===== src/rtl/alu_sequencer.sv =====
// rtl/alu_sequencer.sv - multi-cycle execute controller: register file, ALU operand sequencing, PSR.
// Three-state sequencer (IDLE/EXEC/WB); all outputs are registered except the debug read port.
module alu_sequencer #(
  parameter int REGS  = 16,
  parameter int WIDTH = 16
) (
  input  logic                     clk,
  input  logic                     reset,
  input  logic                     instr_valid,
  output logic                     instr_ready,
  input  logic [7:0]               instr_opcode,
  input  logic [$clog2(REGS)-1:0]  instr_rdest,
  input  logic [$clog2(REGS)-1:0]  instr_rsrc,
  input  logic                     instr_imm,
  input  logic [7:0]               instr_immval,
  input  logic                     instr_wb,
  input  logic                     instr_ld,
  output logic [WIDTH-1:0]         alu_a,
  output logic [WIDTH-1:0]         alu_b,
  output logic [7:0]               alu_opcode,
  input  logic [WIDTH-1:0]         alu_c,
  input  logic                     alu_carry,
  input  logic                     alu_flag,
  input  logic                     alu_low,
  input  logic                     alu_negative,
  input  logic                     alu_zero,
  output logic [4:0]               psr,
  output logic                     done,
  input  logic [$clog2(REGS)-1:0]  dbg_addr,
  output logic [WIDTH-1:0]         dbg_data
);

  typedef enum logic [1:0] {IDLE, EXEC, WB} state_t;

  state_t                    state;
  logic [WIDTH-1:0]          regs [REGS];
  logic [$clog2(REGS)-1:0]   rdest_q;
  logic                      wb_q;
  logic                      ld_q;
  logic [WIDTH-1:0]          result_q;
  logic [4:0]                flags_q;
  logic [WIDTH-1:0]          imm_ext;

  assign imm_ext  = {{(WIDTH-8){instr_immval[7]}}, instr_immval};
  assign dbg_data = regs[dbg_addr];

  always_ff @(posedge clk or posedge reset) begin
    if (reset) begin
      state       <= IDLE;
      instr_ready <= 1'b1;
      done        <= 1'b0;
      alu_a       <= '0;
      alu_b       <= '0;
      alu_opcode  <= '0;
      rdest_q     <= '0;
      wb_q        <= 1'b0;
      ld_q        <= 1'b0;
      result_q    <= '0;
      flags_q     <= '0;
      psr         <= '0;
      for (int i = 0; i < REGS; i++) regs[i] <= '0;
    end else begin
      case (state)
        IDLE: begin
          if (instr_valid) begin
            // Operands are sampled here; the previous writeback already landed on an earlier edge.
            alu_a       <= regs[instr_rdest];
            alu_b       <= instr_imm ? imm_ext : regs[instr_rsrc];
            alu_opcode  <= instr_opcode;
            rdest_q     <= instr_rdest;
            wb_q        <= instr_wb;
            ld_q        <= instr_ld;
            result_q    <= imm_ext;
            instr_ready <= 1'b0;
            state       <= EXEC;
          end
        end
        EXEC: begin
          if (!ld_q) result_q <= alu_c;
          flags_q <= {alu_carry, alu_flag, alu_low, alu_negative, alu_zero};
          done    <= 1'b1;
          state   <= WB;
        end
        WB: begin
          if (wb_q || ld_q) regs[rdest_q] <= result_q;
          if (!ld_q) psr <= flags_q;
          done        <= 1'b0;
          instr_ready <= 1'b1;
          state       <= IDLE;
        end
        default: begin
          done        <= 1'b0;
          instr_ready <= 1'b1;
          state       <= IDLE;
        end
      endcase
    end
  end

endmodule


===== config.mk =====
export PLATFORM = sky130hd
export DESIGN_NAME = alu_sequencer
export DESIGN_NICKNAME = d
export VERILOG_FILES = /design/src/rtl/alu_sequencer.sv
export SDC_FILE = /design/constraint.sdc
export NUM_CORES = 1
export LEC_CHECK = 0
export ABC_CLOCK_PERIOD_IN_PS = 11200
export CAP_MARGIN = 20
export CORE_MARGIN = 2
export CORE_UTILIZATION = 54
export CTS_CLUSTER_SIZE = 24
export DETAILED_ROUTE_END_ITERATION = 7
export GPL_TIMING_DRIVEN = 0
export PLACE_DENSITY = 0.77
export SLEW_MARGIN = 5
export SYNTH_ARGS = -nofsm -noshare
export SYNTH_HDL_FRONTEND = slang
export SYNTH_SLANG_ARGS = --single-unit
export TNS_END_PERCENT = 30

===== constraint.sdc =====
create_clock -name clk -period 11.2 [get_ports clk]
set_input_delay 2.8 -clock clk [delete_from_list [all_inputs] [get_ports clk]]
set_output_delay 2.8 -clock clk [all_outputs]
set_load 0.02 [all_outputs]

Word-level counts from Yosys, hierarchy flattened
Cells that the tools add are included.
- bits in registers: 332
- input bits: 55
- output and inout port bits: 63
- word-level logic and storage cells: 73
- $lt $le $gt $ge: 5
- equality and inequality tests: 4
- multiplexer cells: 21
- bitwise gates (word level): 6
- reduce and logical (&&, ||, !) cells: 9
- operators by type and width (cell ; count):
    bitwise mux 256 bit ; 1
    binary-select mux 16 bit (select 4 bit) ; 3
    two-way mux 16 bit ; 10
    demux 16 bit (select 4 bit) ; 1
    case mux 16 bit (2 select lines) ; 1
    >= comparator 5 bit (second input constant) ; 4
    NOT 4 -> 5 bit ; 4
    AND reduction 2 bit ; 4
    < comparator 5 x 1 -> 1 bit (second input constant) ; 1
    inequality test 2 bit (second input constant) ; 2
    case mux 1 bit (2 select lines) ; 2
    case mux 2 bit (2 select lines) ; 1
    AND reduction 3 bit ; 1
    == test 2 x 1 -> 1 bit (second input constant) ; 1
    == test 2 bit (second input constant) ; 1
    logical NOT 2 bit ; 1
    two-way mux 2 bit ; 1
    NOT 1 bit ; 2
    nonzero test 2 bit ; 1
    logical AND 1 bit ; 1
    logical OR 1 bit ; 1
    two-way mux 1 bit ; 1

Logic depth before layout (Yosys ltp)
Gate-level depths: netlist of the first run.
- depth in word-level cells: 6
- mapped depth: 8
- depth with buffers taken out: 5

Least setup slack after synthesis of the first run
OpenSTA, ideal clock, no wires.
- path type: input port to output port
- from: input port dbg_addr[0]
- to: output port dbg_data[0]
- data arrival time: 4375 ps
- required time: 8400 ps
- path slack: 4025 ps
- stages: 4
- path buffers: 2
- cell sequence: buf_2 > buf_2 > mux4_2 > mux4_2
- longest elaborated chain between the ends: 4
- RTL lines (item ; RTL line ; text):
    from (decl) ; 29 ; input logic [$clog2(REGS)-1:0] dbg_addr,
    NOT 4 -> 5 bit (not written as such) ; 45 ; assign dbg_data = regs[dbg_addr];
    binary-select mux 16 bit (select 4 bit) ; 45 ;
    two-way mux 16 bit (not written as such) (2 in a row) ; 45 ;
    to (decl) ; 30 ; output logic [WIDTH-1:0] dbg_data
Every way passes these cells. The select of a mux whose other input is x is not followed.

Worst setup path in the final report of the first run
- from: input port dbg_addr[1]
- to: output port dbg_data[9]
Same word-level chain as after synthesis.

==> metrics.cfg, run 1 <==
[hold_path]
worstHoldStart=alu_opcode[6]
hold_class=flip-flop to flip-flop
whs_path_depth=2
hold_path_end=alu_opcode[6]

[setup_path]
reg2reg_depth=7
critPathKind=primary input to output pin
r2r-start=state[1]
r2r_end=alu_b[14]
crit_required_ps=8400
crit_arrival_ps=6130
cp-end-kind=output pin
reg2reg_slack_ps=7990
start_kind=primary input
crit_path_max_fanout=10

[timing]
clock.fmax_mhz=112
rsz0062_at_grt=false
drv_slew=0
hold_viol=0
min_period_ps=8930
setup_violations=0
finalCritPeriodShare_pct=79.7
tightest_slew_ps=1340
clock_skew_ps=22.3
relSlewSlack_pct=11.0
setup_tns_ps=0

[global_routing]
grt_first_pass_wirelength_mm=93.4
grt_pass1_vias=13800
overflow=0
grt_usage_pct=36.8
antenna_found_initial=1
grt_max_degree=42

[cts]
cts_resized=0
clock_sinks=332
clockBufferDepth=3
clk_latency_ps=540
clk_pin_slew_ps=60
h-tree-depth=2
cts_root_buf=clkbuf_16
holdBufCountCts=0
cts_setup_buffers=0
numCtsBuffers=37
cts_tree=yes

[floorplanning]
fp.dieW_um=189
die_h_um=189
core_area_mm2=0.0337
start_util_pct=55.0
die-area_mm2=0.0358
rows=67
io-pin-count=118

[routing]
wl_per_cell_um=34.4
drtIter0Drc=1771
firstDrtPassIters=8
totalWireLength_mm=65.2
ant_nets=0
post-route-drc-count=0
post_drt_via_cell_ratio=7.33
vias=13900

[run]
cap_violations=0

[cells_and_area]
drive_gt1_share_pct=42.6
nets=1476
areaGrowthSynthToFinish_pct=16.5
layout_common_cells=331 x dfrtp_1, 281 x mux2_2, 178 x mux4_2
mostFrequentLayoutCell=dfrtp_1
post-route-util_pct=64.1

[pwr]
cellPowerDensity_mw_per_mm2=237
leakage_nw=9.46
peakVddDrop_v=0.000116

[synth]
yosys.cell_types.count=46
synth_area_per_cell_um2=14.7
synth-seq-cells=332
synth-seq-area-share_pct=44.8
synth_area_mm2=0.0185
synth_edf_count=0
synthesis.nets=1319
synth-async-reset-ratio_pct=100
postSynthCellCount=1264
ys_warn_count=0
synth_flop_cell=dfrtp_1

[placement]
port_buffers=108
gp_congestion=0.946
place_hpwl_mm=42.0

[run_status]
status=completed

==> metrics by stage <==
| stage | total power, W | instance area [um^2] | hold slack (ps) | setup slack [ps] | std cells |
|---|---|---|---|---|---|
| 2_1_floorplan | 0.00324 | 18600 | 466 | 3970 | 1264 |
| 3_3_place_gp | 0.00377 | 20200 | 459 | 1700 | 1820 |
| 3_5_place_dp | 0.00386 | 20400 | 462 | 2520 | 1830 |
| 4_1_cts | 0.00507 | 21600 | 477 | 2510 | 1895 |
| 5_1_grt | 0.00532 | 21600 | 502 | 2420 | 1895 |
| 6_report | 0.00513 | 21600 | 476 | 2270 | 1896 |
==> worst max-delay path, stage by stage <==
cell and delay, ps:
clkbuf_1 720, clkbuf_1 1050, mux4_2 430, mux4_2 540, clkdlybuf4s50_1 570
==> cell families after synthesis <==
family / synth area share [%]
mux: 43.3
compound gates: 4.79
simple gates: 3.91
buf+inv: 3.19
flops: 44.8
==> cell type report <==
cell class / count / area (um^2)
antenna: 1 / 2.50
inverter: 5 / 22.5
tap: 448 / 561
clock buffer: 56 / 1130
multi-input combinational: 814 / 9650
clock inverter: 9 / 76.3
sequential: 332 / 8310
buffer: 113 / 573
fill: 2453 / 12100
timing repair buffer: 118 / 1280
==> layer usage <==
| layer | routed length (um) | track usage, % | up-vias |
|---|---|---|---|
| li1 | - | - | 5258 |
| met1 | 23000 | 47.8 | 7148 |
| met2 | 28200 | 52.6 | 1214 |
| met3 | 9970 | 15.3 | 287 |
| met4 | 4060 | 20.0 | 0 |
| met5 | 0 | 0 | - |
==> report_power, final <==
group	total (W)	switching, W	internal [W]
combinational	0.00174	0.000713	0.00103
clock	0.00122	0.000504	0.000719
sequential	0.00216	0.000493	0.00167
total	0.00513	0.00171	0.00342
==> cell usage after synthesis (5+ instances only) <==
library cell  instances  share of area [%]
a21oi_1              10               0.27
a221oi_1             12               0.57
a22o_1               12               0.57
a22oi_1              20               0.81
a31oi_1              18               0.61
and3_1                5               0.17
buf_2                47                1.3
buf_4                16               0.65
clkbuf_1             42               0.85
dfrtp_1             331                 45
mux2_2              281                 17
mux2i_1              86                4.6
mux4_2              178                 22
nand2_1              56                1.1
nand2_2               9               0.30
nor2_1               31               0.63
nor2b_1               8               0.27
o21ai_0              44                1.2
==> how the worst max path moves through the flow <==
stage           startpoint          end  slack [ps]  cells past startpoint
2_1_floorplan        reset     alu_a[0]        3970                      1
3_3_place_gp         reset     regs[16]        1700                      2
3_5_place_dp   dbg_addr[1]  dbg_data[9]        2520                      5
4_1_cts        dbg_addr[1]  dbg_data[9]        2510                      5
5_1_grt        dbg_addr[1]  dbg_data[9]        2420                      5
6_report       dbg_addr[1]  dbg_data[9]        2270                      5
==> state kept, by name (all words and copies together) (netlist names) <==
name         count
regs           256
alu_a           16
alu_b           16
result_q        16
alu_opcode       8
flags_q          5
psr              5
rdest_q          4
state            2
done             1
instr_ready      1
ld_q             1
wb_q             1
(Power assumes the default switching activity.)
==> inputs of run 2 (changes only) <==
--- a/config.mk
+++ b/config.mk
@@ -5,14 +5,14 @@
 export SDC_FILE = /design/constraint.sdc
 export NUM_CORES = 1
 export LEC_CHECK = 0
-export ABC_CLOCK_PERIOD_IN_PS = 11200
+export ABC_CLOCK_PERIOD_IN_PS = 8900
 export CAP_MARGIN = 20
 export CORE_MARGIN = 2
-export CORE_UTILIZATION = 54
+export CORE_UTILIZATION = 55
 export CTS_CLUSTER_SIZE = 24
 export DETAILED_ROUTE_END_ITERATION = 7
 export GPL_TIMING_DRIVEN = 0
-export PLACE_DENSITY = 0.77
+export PLACE_DENSITY = 0.75
 export SLEW_MARGIN = 5
 export SYNTH_ARGS = -nofsm -noshare
 export SYNTH_HDL_FRONTEND = slang
==> constraint.sdc (replaced) <==
create_clock -name clk -period 8.9 [get_ports clk]
set_input_delay 2.225 -clock clk [delete_from_list [all_inputs] [get_ports clk]]
set_output_delay 2.225 -clock clk [all_outputs]
set_load 0.02 [all_outputs]
==> run 2 against run 1 <==
  * Cell count increased by 0.26%
  * Sequential share of layout area decreased by 0.23 points
  * Routed wire length decreased by 0.87%
  * Critical path type unchanged
  * Critical endpoint unchanged
  * Largest power group unchanged
  * Highest routed layer unchanged
==> metrics.cfg, run 2 (same netlist as run 1, synthesis figures left out) <==
[timing]
clock.fmax_mhz=131
relSlewSlack_pct=16.9  ; was 11.0%
setup_tns_ps=0  ; unchanged
tightest_slew_ps=1250  ; was 1340 ps
hold_viol=0  ; unchanged
min_period_ps=7650
drv_slew=0  ; unchanged
rsz0062_at_grt=false  ; unchanged
finalCritPeriodShare_pct=85.9
finalHoldWorstSlack_ps=479  ; was 476 ps
clock_skew_ps=13.6  ; was 22.3 ps
setup_violations=0  ; unchanged

[global_routing]
grt_first_pass_wirelength_mm=93.0  ; was 93.4 mm
use_met3_pct=11.1  ; was 15.3%
met1_usage_pct=49.8  ; was 47.8%
grtUsageMet2_pct=54.7  ; was 52.6%
antenna_found_initial=1  ; unchanged
grt_max_degree=43  ; was 42
grt_pass1_vias=13600  ; was 13800
overflow=0  ; unchanged
grt_usage_pct=37.1  ; was 36.8%
top_usage_layer=met2  ; unchanged

[pwr]
p_clk_share_pct=25.1  ; was 23.8%
peakVddDrop_v=0.000164  ; was 0.000116 V
p_total_w=0.00657  ; was 0.00513 W
cellPowerDensity_mw_per_mm2=302  ; was 237 mW/mm^2
switching_power_w=0.00217  ; was 0.00171 W
p_comb_share_pct=33.4  ; was 34.0%
leakage_nw=9.51  ; was 9.46 nW
power.internal_w=0.00440  ; was 0.00342 W
swShare_pct=33.0  ; was 33.4%
seqPwrFrac_pct=41.6  ; was 42.2%

[cts]
holdBufCountCts=0  ; unchanged
cts_tree=yes  ; unchanged
cts_root_buf=clkbuf_16  ; unchanged
clockBufferDepth=3  ; unchanged
h-tree-depth=2  ; unchanged
cts_resized=0  ; unchanged
cts_setup_buffers=0  ; unchanged
clk_latency_ps=540  ; about the same
clock_sinks=332  ; unchanged
numCtsBuffers=38  ; was 37
clk_pin_slew_ps=60  ; about the same

[cells_and_area]
drive_gt1_share_pct=42.7  ; was 42.6%
areaGrowthSynthToFinish_pct=17.2  ; was 16.5%
finalInstanceArea_mm2=0.0217  ; was 0.0216 mm^2
antennaDiodeCount=0  ; was 1
top_register=regs  ; unchanged
nets=1479  ; was 1476
layout_common_cells=331 x dfrtp_1, 281 x mux2_2, 178 x mux4_2  ; unchanged
largest_reg_flops=256  ; unchanged
mostFrequentLayoutCell=dfrtp_1  ; unchanged
n_fill_cell=2435  ; was 2453

[routing]
vias=13800  ; was 13900
firstDrtPassIters=7  ; was 8
post-route-drc-count=0  ; unchanged
totalWireLength_mm=64.6  ; was 65.2 mm
wl_per_cell_um=34.0  ; was 34.4 um
post_drt_via_cell_ratio=7.25  ; was 7.33
ant_nets=0  ; unchanged
drtIter0Drc=1739  ; was 1771

[floorplanning]
start_util_pct=55.6  ; was 55.0%
rows=67  ; unchanged
core_area_mm2=0.0334  ; was 0.0337 mm^2
die_h_um=188  ; was 189 um
io-pin-count=118  ; unchanged
fp.dieW_um=188  ; was 189 um
die-area_mm2=0.0352  ; was 0.0358 mm^2

[setup_path]
cp-end-kind=output pin  ; unchanged
r2r-start=state[1]  ; unchanged
r2r_end=alu_b[4]  ; was alu_b[14]
worstSetupStartpoint=dbg_addr[1]  ; unchanged
crit_required_ps=6680  ; was 8400 ps
cp_cell_sequence=clkbuf_1, clkbuf_1, mux4_2, mux4_2, clkdlybuf4s50_1  ; unchanged
crit_path_max_fanout=10  ; unchanged
crit_end=dbg_data[9]  ; unchanged
reg2reg_slack_ps=5850  ; was 7990 ps
critPathKind=primary input to output pin  ; unchanged
critPathMaxStageDelay_ps=950  ; was 1050 ps
start_kind=primary input  ; unchanged
reg2reg_depth=5  ; was 7
crit_slowest_cell=clkbuf_1  ; unchanged
crit_arrival_ps=5420  ; was 6130 ps

[run]
cap_violations=0  ; unchanged

[placement]
gp_congestion=0.986  ; was 0.946
port_buffers=108  ; unchanged
place_area_mm2=0.0204  ; about the same
place_hpwl_mm=42.2  ; was 42.0 mm

[run_status]
status=completed  ; unchanged

[hold_path]
hold_class=flip-flop to flip-flop  ; unchanged

[run 2: worst max-delay path, delay by kind of cell]
family,cells,cell delay [ps]
buffers and inverters,3,2190
muxes,2,980
[run 2: stage by stage]
step                utilization (%)  setup WS [ps]  cells
floorplan                         -           2240   1264
global placement               60.5           28.6   1820
detailed placement             61.1           1320   1829
CTS                            65.0           1320   1898
global route                   65.1           1320   1901
finish                         65.1           1250   1901
[run 2: metal layers]
| layer | up-vias | part of all wire (%) |
|---|---|---|
| met2 | 1167 | 44 |
| met1 | 7069 | 37 |
| li1 | 5264 | - |
| met5 | - | 0 |
| met3 | 274 | 13 |
| met4 | 0 | 6.2 |
[run 2: power groups by stage]
| stage | clock [W] | sequential (W) | combinational [W] |
|---|---|---|---|
| 2_1_floorplan | 0 | 0.00258 | 0.00150 |
| 3_3_place_gp | 0 | 0.00266 | 0.00209 |
| 3_5_place_dp | 0 | 0.00271 | 0.00216 |
| 4_1_cts | 0.00165 | 0.00269 | 0.00217 |
| 5_1_grt | 0.00171 | 0.00279 | 0.00230 |
| 6_report | 0.00165 | 0.00273 | 0.00219 |
[run 2: cell type report]
cell class              count  area [um^2]  share of cell area, %
multi-input cells         814         9650                   44.4
clock buffers              60         1190                   5.46
repair buffers            120         1310                   6.01
plain buffers             113          573                   2.64
flip-flops and latches    332         8310                   38.2
well taps                 448          561                   2.58
clock inverters             9          128                  0.587
inverters                   5         22.5                  0.104
[run 2: worst min-delay path by stage]
stage	from	end	slack, ps	cells past startpoint
6_report	alu_opcode[2]	alu_opcode[2]	480	2
5_1_grt	alu_opcode[5]	alu_opcode[5]	500	2
4_1_cts	alu_opcode[4]	alu_opcode[4]	480	2
3_5_place_dp	alu_opcode[4]	alu_opcode[4]	460	2
3_3_place_gp	alu_opcode[1]	alu_opcode[1]	460	2
2_1_floorplan	wb_q	wb_q	470	2
==> inputs of run 3 (changes only) <==
--- a/config.mk
+++ b/config.mk
@@ -6,7 +6,6 @@
 export NUM_CORES = 1
 export LEC_CHECK = 0
 export ABC_CLOCK_PERIOD_IN_PS = 8900
-export CAP_MARGIN = 20
 export CORE_MARGIN = 2
 export CORE_UTILIZATION = 55
 export CTS_CLUSTER_SIZE = 24
==> run 3 against run 2 <==
  * Clock skew down 3.8 ps
  * First-iteration DRC count down 3.2%
  * Non-clock buffer count down 3
  * Sequential cell count unchanged
  * Worst setup slack worse by 98 ps
  * Register-to-register slack worse by 40 ps
  * Via count down 1.6%
  * Cell count down 0.16%
  * Clock-buffer cell count down 2
==> metrics.cfg, run 3 (same netlist as run 1, synthesis figures left out) <==
[placement]
place_area_mm2=0.0204  ; unchanged
place_hpwl_mm=42.3  ; was 42.2 mm
port_buffers=108  ; unchanged
gp_congestion=0.986  ; unchanged
post-place-ws_ps=1280  ; was 1320 ps

[global_routing]
grt_max_degree=43  ; unchanged
overflow=0  ; unchanged
antenna_found_initial=1  ; unchanged
grt_pass1_vias=13600  ; about the same
grt_first_pass_wirelength_mm=93.3  ; was 93.0 mm
grt_usage_pct=37.2  ; was 37.1%

[cells_and_area]
layout_common_cells=331 x dfrtp_1, 281 x mux2_2, 178 x mux4_2  ; unchanged
finalInstanceArea_mm2=0.0217  ; about the same
mostFrequentLayoutCell=dfrtp_1  ; unchanged
nets=1476  ; was 1479
areaGrowthSynthToFinish_pct=16.9  ; was 17.2%
largest_reg_flops=256  ; unchanged
top_register=regs  ; unchanged
n_fill_cell=2444  ; was 2435
post-route-util_pct=65.0  ; was 65.1%
drive_gt1_share_pct=42.5  ; was 42.7%

[timing]
relSlewSlack_pct=10.4  ; was 16.9%
rsz0062_at_grt=false  ; unchanged
drv_slew=0  ; unchanged
finalHoldWorstSlack_ps=477  ; was 479 ps
tightest_slew_ps=1340  ; was 1250 ps
setup_tns_ps=0  ; unchanged
hold_viol=0  ; unchanged
setup_violations=0  ; unchanged
finalCritPeriodShare_pct=87.0  ; was 85.9%
min_period_ps=7750  ; was 7650 ps
clock.fmax_mhz=129  ; was 131 MHz
layout_setup_ws_ps=1150  ; was 1250 ps
clock_skew_ps=9.75  ; was 13.6 ps

[routing]
post-route-drc-count=0  ; unchanged
totalWireLength_mm=64.7  ; was 64.6 mm
vias=13600  ; was 13800
drtIter0Drc=1683  ; was 1739
ant_nets=0  ; unchanged
wl_per_cell_um=34.1  ; was 34.0 um
firstDrtPassIters=5  ; was 7
post_drt_via_cell_ratio=7.14  ; was 7.25

[cts]
holdBufCountCts=0  ; unchanged
cts_tree=yes  ; unchanged
clock_sinks=332  ; unchanged
cts_root_buf=clkbuf_16  ; unchanged
clockBufferDepth=3  ; unchanged
cts_resized=0  ; unchanged
clk_latency_ps=540  ; about the same
numCtsBuffers=38  ; unchanged
h-tree-depth=2  ; unchanged
clk_pin_slew_ps=50  ; was 60 ps
cts_setup_buffers=0  ; unchanged

[setup_path]
critPathKind=primary input to output pin  ; unchanged
reg2reg_slack_ps=5810  ; was 5850 ps
cp-end-kind=output pin  ; unchanged
crit_end=dbg_data[15]  ; was dbg_data[9]
crit_arrival_ps=5520  ; was 5420 ps
start_kind=primary input  ; unchanged
crit_required_ps=6680  ; about the same
worstSetupStartpoint=dbg_addr[1]  ; unchanged
crit_path_max_fanout=10  ; unchanged
r2r-start=state[1]  ; unchanged
reg2reg_depth=5  ; unchanged
r2r_end=alu_b[4]  ; unchanged

[floorplanning]
io-pin-count=118  ; unchanged
die-area_mm2=0.0352  ; unchanged
die_h_um=188  ; unchanged
core_area_mm2=0.0334  ; unchanged
fp.dieW_um=188  ; unchanged
start_util_pct=55.6  ; unchanged
rows=67  ; unchanged

[hold_path]
hold_class=flip-flop to flip-flop  ; unchanged

[pwr]
cellPowerDensity_mw_per_mm2=302  ; about the same
leakage_nw=9.49  ; was 9.51 nW
peakVddDrop_v=0.000164  ; about the same

[run]
cap_violations=0  ; unchanged

[run_status]
status=completed  ; unchanged

run 3: changes by cell type in the layout (fill, tap and decap cells not counted), sizes merged:
cell / delta
buf: -3
clkbuf: -2
clkinv: +2
diode: +1
clkinvlp: -1
run 3: worst min-delay path by stage:
stage | from | end | slack, ps | cells after the start
6_report | alu_opcode[4] | alu_opcode[4] | 480 | 2
5_1_grt | alu_opcode[7] | alu_opcode[7] | 500 | 2
4_1_cts | alu_opcode[4] | alu_opcode[4] | 480 | 2
3_5_place_dp | alu_opcode[4] | alu_opcode[4] | 470 | 2
3_3_place_gp | alu_opcode[1] | alu_opcode[1] | 460 | 2
2_1_floorplan | wb_q | wb_q | 470 | 2
run 3: worst max-delay path, cell delays in order:
cell             delay (ps)
clkbuf_1                710
clkbuf_1               1060
mux4_2                  420
mux4_2                  530
clkdlybuf4s50_1         560
run 3: metal layers:
| layer | part of all wire, % | track usage, % | routed length (um) |
|---|---|---|---|
| met5 | 0 | 0 | 0 |
| met4 | 6.4 | 21.0 | 4110 |
| met3 | 13 | 13.5 | 8540 |
| met2 | 44 | 54.2 | 28300 |
| met1 | 37 | 48.6 | 23800 |
run 3: metrics by stage:
stage / cells / total power [W]
after floorplan: 1264 / 0.00408
after global placement: 1820 / 0.00475
after detailed placement: 1829 / 0.00486
after CTS: 1897 / 0.00650
after global routing: 1897 / 0.00679
final: 1898 / 0.00655
run 3: area by class of cell:
| type | instances | area (um^2) | area share, % |
|---|---|---|---|
| inverter | 5 | 22.5 | 0.104 |
| timing repair buffer | 117 | 1270 | 5.85 |
| antenna | 1 | 2.50 | 0.0115 |
| sequential | 332 | 8310 | 38.3 |
| buffer | 113 | 573 | 2.64 |
| clock buffer | 58 | 1160 | 5.35 |
| clock inverter | 10 | 134 | 0.618 |
| multi-input combinational | 814 | 9650 | 44.5 |
| tap | 448 | 561 | 2.59 |
run 3: report_power, final:
part / internal, W / leakage [nW] / switching, W
registers: 0.00210 / 4.34 / 0.000635
logic: 0.00130 / 4.52 / 0.000891
clock network: 0.000986 / 0.630 / 0.000644
total: 0.00438 / 9.49 / 0.00217
